<file path="src/rtl/mem_port_arbiter.sv">
// mem_port_arbiter
//   Round-robin arbiter/sequencer that lets NREQ requesters share one
//   single-port register-bank memory. It is the memory's only master.
//   Each transaction runs IDLE -> ISSUE -> (RDWAIT for reads) -> RESP.
//   The operation is latched when the request is granted, and later
//   changes to Req or its operands are ignored.
//
// Ports
//   Clk, Reset_n        clock (rising edge), asynchronous active-low reset
//   Req / Req_RW        per-requester request (hold until own Ack) and
//                       operation (1=write, 0=read)
//   Req_Addr / Req_Din  packed per-requester address and write data
//   Ack                 one-hot, one-cycle completion pulse
//   Rdata               read data, valid in the Ack cycle of a read and held
//                       until the next read completes
//   Busy                high whenever the FSM is not in IDLE
//   Mem_*               memory port (Din/Addr/R_W/Valid out, Dout in)
//
// All outputs are registered.
module mem_port_arbiter #(
  parameter int NREQ   = 4,
  parameter int DATA_W = 32,
  parameter int ADDR_W = 8
) (
  input  logic                     Clk,
  input  logic                     Reset_n,
  input  logic [NREQ-1:0]          Req,
  input  logic [NREQ-1:0]          Req_RW,
  input  logic [NREQ*ADDR_W-1:0]   Req_Addr,
  input  logic [NREQ*DATA_W-1:0]   Req_Din,
  output logic [NREQ-1:0]          Ack,
  output logic [DATA_W-1:0]        Rdata,
  output logic                     Busy,
  output logic [DATA_W-1:0]        Mem_Din,
  output logic [ADDR_W-1:0]        Mem_Addr,
  output logic                     Mem_RW,
  output logic                     Mem_Valid,
  input  logic [DATA_W-1:0]        Mem_Dout
);

  localparam int PTR_W = (NREQ > 1) ? $clog2(NREQ) : 1;

  typedef enum logic [1:0] {IDLE, ISSUE, RDWAIT, RESP} state_t;

  state_t           state;
  logic [PTR_W-1:0] ptr;
  logic [PTR_W-1:0] winner;
  logic [PTR_W-1:0] pick;
  logic [PTR_W-1:0] cand;
  logic             any_req;
  logic [NREQ-1:0]  winner_onehot;

  // Search Ptr, Ptr+1, ... (mod NREQ) for the first set request bit.
  always_comb begin
    any_req = 1'b0;
    pick    = '0;
    cand    = '0;
    for (int unsigned k = 0; k < NREQ; k++) begin
      cand = PTR_W'((32'(ptr) + k) % NREQ);
      if (!any_req && Req[cand]) begin
        any_req = 1'b1;
        pick    = cand;
      end
    end
  end

  always_comb begin
    winner_onehot         = '0;
    winner_onehot[winner] = 1'b1;
  end

  // Mem_RW/Mem_Addr/Mem_Din double as the latched operation: they are loaded
  // at grant and simply hold until the next grant.
  always_ff @(posedge Clk or negedge Reset_n) begin
    if (!Reset_n) begin
      state     <= IDLE;
      ptr       <= '0;
      winner    <= '0;
      Ack       <= '0;
      Rdata     <= '0;
      Busy      <= 1'b0;
      Mem_Din   <= '0;
      Mem_Addr  <= '0;
      Mem_RW    <= 1'b0;
      Mem_Valid <= 1'b0;
    end else begin
      Ack       <= '0;
      Mem_Valid <= 1'b0;
      case (state)
        IDLE: begin
          if (any_req) begin
            state     <= ISSUE;
            winner    <= pick;
            Mem_RW    <= Req_RW[pick];
            Mem_Addr  <= Req_Addr[pick*ADDR_W +: ADDR_W];
            Mem_Din   <= Req_Din[pick*DATA_W +: DATA_W];
            Mem_Valid <= 1'b1;
            Busy      <= 1'b1;
          end
        end
        ISSUE: begin
          if (Mem_RW) begin
            state <= RESP;
            Ack   <= winner_onehot;
          end else begin
            state <= RDWAIT;
          end
        end
        RDWAIT: begin
          // Memory Dout is registered, so it is valid during this cycle.
          Rdata <= Mem_Dout;
          state <= RESP;
          Ack   <= winner_onehot;
        end
        RESP: begin
          state <= IDLE;
          Busy  <= 1'b0;
          if (winner == PTR_W'(NREQ - 1)) ptr <= '0;
          else                            ptr <= winner + 1'b1;
        end
        default: begin
          state <= IDLE;
          Busy  <= 1'b0;
        end
      endcase
    end
  end

endmodule

</file>
<file path="config.mk">
export PLATFORM = sky130hd
export DESIGN_NAME = mem_port_arbiter
export DESIGN_NICKNAME = d
export VERILOG_FILES = /design/src/rtl/mem_port_arbiter.sv
export SDC_FILE = /design/constraint.sdc
export NUM_CORES = 1
export LEC_CHECK = 0
export CORE_MARGIN = 3
export CORE_UTILIZATION = 40
export CTS_CLUSTER_SIZE = 40
export DETAILED_ROUTE_END_ITERATION = 6
export MAX_ROUTING_LAYER = met4
export PLACE_DENSITY_LB_ADDON = 0.12
export REMOVE_ABC_BUFFERS = 1
export SETUP_SLACK_MARGIN = 0.2
export SLEW_MARGIN = 0
export SYNTH_ARGS = -nofsm -noshare
export SYNTH_HDL_FRONTEND = slang
export SYNTH_SLANG_ARGS = --single-unit
</file>
<file path="constraint.sdc">
create_clock -name Clk -period 3.1 [get_ports Clk]
set_input_delay 0.93 -clock Clk [delete_from_list [all_inputs] [get_ports Clk]]
set_output_delay 0.93 -clock Clk [all_outputs]
set_load 0.03 [all_outputs]
</file>
-- Yosys cells after proc, flatten, opt, wreduce, memory -nomap -nowiden
Index checks and enable logic that the tools add are counted.
- magnitude comparators: 7
- add/sub/neg operators: 4
- reductions and logical operators: 11
- equality and inequality tests: 5
- shift operators: 2
- multiplexer cells: 30
- operator list (operator ; number):
    128-bit by 8-bit variable part select with 32-bit output ; 1
    32-bit by 6-bit variable part select with 8-bit output ; 1
    2-bit by 3-bit less-than comparator with 1-bit output, second input constant ; 6
    1-bit two-way mux ; 14
    2-bit two-way mux ; 6
    1-bit binary-select mux with 2-bit select ; 5
    2-bit one-hot mux with 4 select lines ; 1
    4-bit one-hot mux with 2 select lines ; 1
    2-bit == test, second input constant ; 3
    2-bit by 1-bit adder with 2-bit output, second input constant ; 2
    2-bit adder, second input constant ; 2
    1-bit logical AND ; 4
    4-bit two-way mux ; 1
    2-bit AND reduction ; 2
    1-bit zero test ; 3
    1-bit demux with 2-bit select ; 1
    2-bit by 1-bit == test with 1-bit output, second input constant ; 1
    2-bit by 1-bit >= comparator with 1-bit output, second input constant ; 1
    2-bit zero test ; 1
    2-bit != test, second input constant ; 1
    1-bit one-hot mux with 2 select lines ; 1
    2-bit nonzero test ; 1
- logic and storage cells: 69
- output and inout bits: 79
- bits in registers: 85
- input bits: 202

-- Longest topological paths before layout
- word-level depth: 14
- gate-level depth with buffers: 7
- mapped depth without buffers: 6

-- Worst setup path before layout
OpenSTA, ideal clock, no wires.
- path type: input -> register
- start point: in Req[2]
- end point: reg Mem_Addr[2]
- data required time: 2968 ps
- setup slack: 886 ps
- buffers on the path: 2
- data arrival time: 2082 ps
- cell stages on the path: 6
- library setup time: 132 ps
- path through: or4_4 > nand2_4 > or2_1 > buf_6 > buf_12 > o221ai_2
- longest elaborated chain between the ends: 13
- elaborated cells between the ends (all ways): 24
- classes of those cells: shift: 1; mux: 16; reduce/logical: 7
- RTL lines (item ; RTL line ; RTL):
    start: declaration ; 27 ; input logic [NREQ-1:0] Req,
    1-bit binary-select mux with 2-bit select ; 60 ; if (!any_req && Req[cand]) begin
    1-bit two-way mux (implied by the code) ; 60 ;
    1-bit two-way mux ; 60 ;
    1-bit zero test ; 60 ;
    1-bit logical AND ; 60 ;
    1-bit two-way mux ; 60 ;
    1-bit zero test ; 60 ;
    1-bit logical AND ; 60 ;
    1-bit two-way mux ; 60 ;
    1-bit zero test ; 60 ;
    1-bit logical AND ; 60 ;
    2-bit two-way mux / 1-bit two-way mux (equally long branches) ; 60 ;
    32-bit by 6-bit variable part select with 8-bit output / 2-bit AND reduction (equally long branches) ; -- ;
    end signal: assignment ; 95 ; Mem_Addr <= Req_Addr[pick*ADDR_W +: ADDR_W];
    end: declaration ; 35 ; output logic [ADDR_W-1:0] Mem_Addr,
Several ways; a longest one is shown, not always the timed one. The select of a mux whose other input is x is not followed.
A chain may end at the register's enable or synchronous reset.

-- Final worst setup path
- start point: in Req[1]
- end point: reg Mem_Din[21]
- longest elaborated chain between the ends: 13
- elaborated cells between the ends (all ways): 24
- classes of those cells: shift: 1; mux: 16; reduce/logical: 7
- RTL lines (item ; RTL line ; RTL):
    1-bit binary-select mux with 2-bit select ; 60 ;
    1-bit two-way mux (implied by the code) ; 60 ;
    1-bit two-way mux ; 60 ;
    1-bit zero test ; 60 ;
    1-bit logical AND ; 60 ;
    1-bit two-way mux ; 60 ;
    1-bit zero test ; 60 ;
    1-bit logical AND ; 60 ;
    1-bit two-way mux ; 60 ;
    1-bit zero test ; 60 ;
    1-bit logical AND ; 60 ;
    2-bit two-way mux / 1-bit two-way mux (equally long branches) ; 60 ;
    128-bit by 8-bit variable part select with 32-bit output / 2-bit AND reduction (equally long branches) ; -- ;
    end signal: assignment ; 96 ; Mem_Din <= Req_Din[pick*DATA_W +: DATA_W];
    end: declaration ; 34 ; output logic [DATA_W-1:0] Mem_Din,
Several ways; a longest one is shown, not always the timed one. The select of a mux whose other input is x is not followed.

==> flow_metrics.tcl <==
set metrics [dict create \
    instances_no_fill 780 \
    areaGrowthSynthToFinish_pct 68.89 \
    fin_crit_ns 2.609 \
    fin_setup_tns_ns 0 \
    finalWeightedCongestion 0.7797 \
    finalNetCount 848 \
    drt-initial-drc-count 148 \
    die_height_um 114 \
    die_w_um 114 \
    rsz0062_at_grt "no" \
    regArea_sq_um 2127 \
    multi_input_area_sq_um 2297 \
    yosys_register_bits 85 \
    antenna_left 0 \
    path_clk_slew_ns 0.05 \
    dp.cells 766 \
    p_leak_nw 3.291 \
    peakVddDrop_mv 0.5326 \
    vias 4038 \
    critPathKind "in2reg" \
    dpl_cell_area_sq_um 7580 \
    synth_edf_count 0 \
    clock_latency_ns 0.33 \
    cp_max_fo 51 \
    synthFlopType "dfrtp_1" \
    avgSynthCellArea_sq_um 12.92 \
    grt_pass1_wl_mm 22.87 \
    fin_crit_sh 0.8415 \
    fmax_mhz 383.3 \
    hold_violations 0 \
    fin_skew_ns 0.006519 \
    ys_warn_count 0 \
    slowest_delay_ns 0.59 \
    portBuffers 280 \
    h-tree-depth 3 \
    wirelength_mm 14.92 \
    post-route-cell-area_sq_um 7880 \
    drive_gt1_frac 0.1609 \
    end_kind "register" \
    power_w 0.007682 \
    grtUsageMet1 0.2602 \
    hold_class "reg2reg" \
    antenna_found_initial 0 \
    crit_chain "clkdlybuf4s50_1, nor2_1, o2bb2ai_2, nor2_4, buf_12, mux2i_1, o221ai_2" \
    drv_slew 0 \
    final_cell_mix "clkdlybuf4s50_1, dfrtp_1, mux2i_1" \
    startpoint_type "input port" \
    drc 0 \
    final_common_cell "clkdlybuf4s50_1" \
    io_pins 281 \
    avgViaCountPerCell 5.177 \
    n_fill_cell 857 \
    grt-busiest-layer "met2" \
    cts_resized 0 \
    gr-usage-met2 0.3958 \
    root_buffer "clkbuf_16" \
    dieArea_sq_um 13000 \
    worstPathRequired_ns 3.30 \
    rows 38 \
    clock-sinks 85 \
    cap_violations 0 \
    grt_max_degree 52 \
    cts_tree "built" \
    grt_pass1_vias 4409 \
    firstDrtPassIters 4 \
    ys_async_sr_fraction 1.000 \
    postLayoutCoreUtil 0.7083 \
    cts_hold_buf 0 \
    numCtsBuffers 9 \
    cpMaxStageDelayCell "clkdlybuf4s50_1" \
    synthCells 361 \
    n_antenna_cell 0 \
    post-cts-setup-buffer-count 0 \
    crit_arrival_ns 2.81 \
    met3_usage 0.08011 \
    dpl.hpwl_mm 11.90 \
    gr-total-overflow 0 \
    synth_seq_area_share 0.4559 \
    start_util 0.4194 \
    setup_violations 0 \
    synth.distinct_cells 33 \
    tightest_slew_ns 0.5416 \
    outcome "finished, final reports clean" \
    wire_per_inst_um 19.13 \
    power_density_nw_per_um2 974.8 \
    cts_buffer_depth 2 \
    slew_headroom 0.6389 \
    grt_usage 0.2328 \
    netlist_area_sq_um 4666 \
    core_sq_um 11130 \
]
[per-stage QoR]
step | setup slack, ns | hold slack, ns
floorplan | -0.5256 | 0.5630
global placement | 0.2419 | 0.4698
detailed placement | 0.1492 | 0.4761
CTS | 0.5093 | 0.4914
global route | 0.4566 | 0.5104
finish | 0.4913 | 0.4874
[final timing paths]
| check | start | to | slack, ns | cells after the start |
|---|---|---|---|---|
| max | Req[1] | Mem_Din[21] | 0.49 | 7 |
| max in group asynchronous | Reset_n | Mem_Din[8] | 1.87 | 2 |
| min | Mem_Addr[6] | Mem_Addr[6] | 0.49 | 2 |
| min reg2reg | Mem_Addr[6] | Mem_Addr[6] | 0.49 | 2 |
| max reg2reg | ptr[1] | Mem_Din[21] | 1.09 | 6 |
| min in group asynchronous | Reset_n | Rdata[7] | 0.58 | 1 |
[kinds of logic after synthesis]
family,share of synthesized area
compound gates,0.1539
mux,0.2577
flops,0.4559
buf+inv,0.05176
fa+ha+maj,0.02414
simple gates,0.05659
[state kept, by name (all words and copies together), names as in the netlist]
name,flops
Mem_RW,1
Rdata,32
Mem_Din,32
state,2
ptr,2
winner,2
Mem_Addr,8
Busy,1
Mem_Valid,1
Ack,4
[metal layers]
metal,share of wire,up-vias
met5,0,-
met4,0.017,0
met3,0.10,17
met2,0.50,189
met1,0.38,1940
li1,-,1892
[cell type report]
cell class | count | area share
Inverter | 8 | 0.003811
Timing Repair Buffer | 290 | 0.3744
Clock buffer | 13 | 0.03430
Sequential cell | 85 | 0.2699
Multi-Input combinational cell | 243 | 0.2915
Clock inverter | 1 | 0.003811
Tap cell | 140 | 0.02223
[critical path: cells and delay by family]
| family | cells | cell delay, ns |
|---|---|---|
| simple gates | 2 | 0.27 |
| compound gates | 2 | 0.27 |
| mux | 1 | 0.36 |
| buf+inv | 2 | 0.90 |
[report_power, final]
group / leakage [nW] / switching, W / total [W] / internal, W
Combinational: 2.11 / 0.00249 / 0.00461 / 0.00213
Clock: 0.148 / 0.000400 / 0.00108 / 0.000681
Sequential: 1.03 / 0.000317 / 0.00199 / 0.00167
Total: 3.29 / 0.00320 / 0.00768 / 0.00448
[cell usage after synthesis (all sizes together), types with 3 or more instances]
cell,count,area (sq um)
mux2i,83,830.8
clkbuf,12,60.06
nor2,3,18.77
buf,13,151.4
nand2,48,190.2
o21ai,7,35.03
ha,9,112.6
and2,4,25.02
a21oi,4,20.02
inv,8,30.03
o221ai,41,603.1
mux2,33,371.6
dfrtp,85,2127
Note: power is estimated with default switching activity, not from simulation.
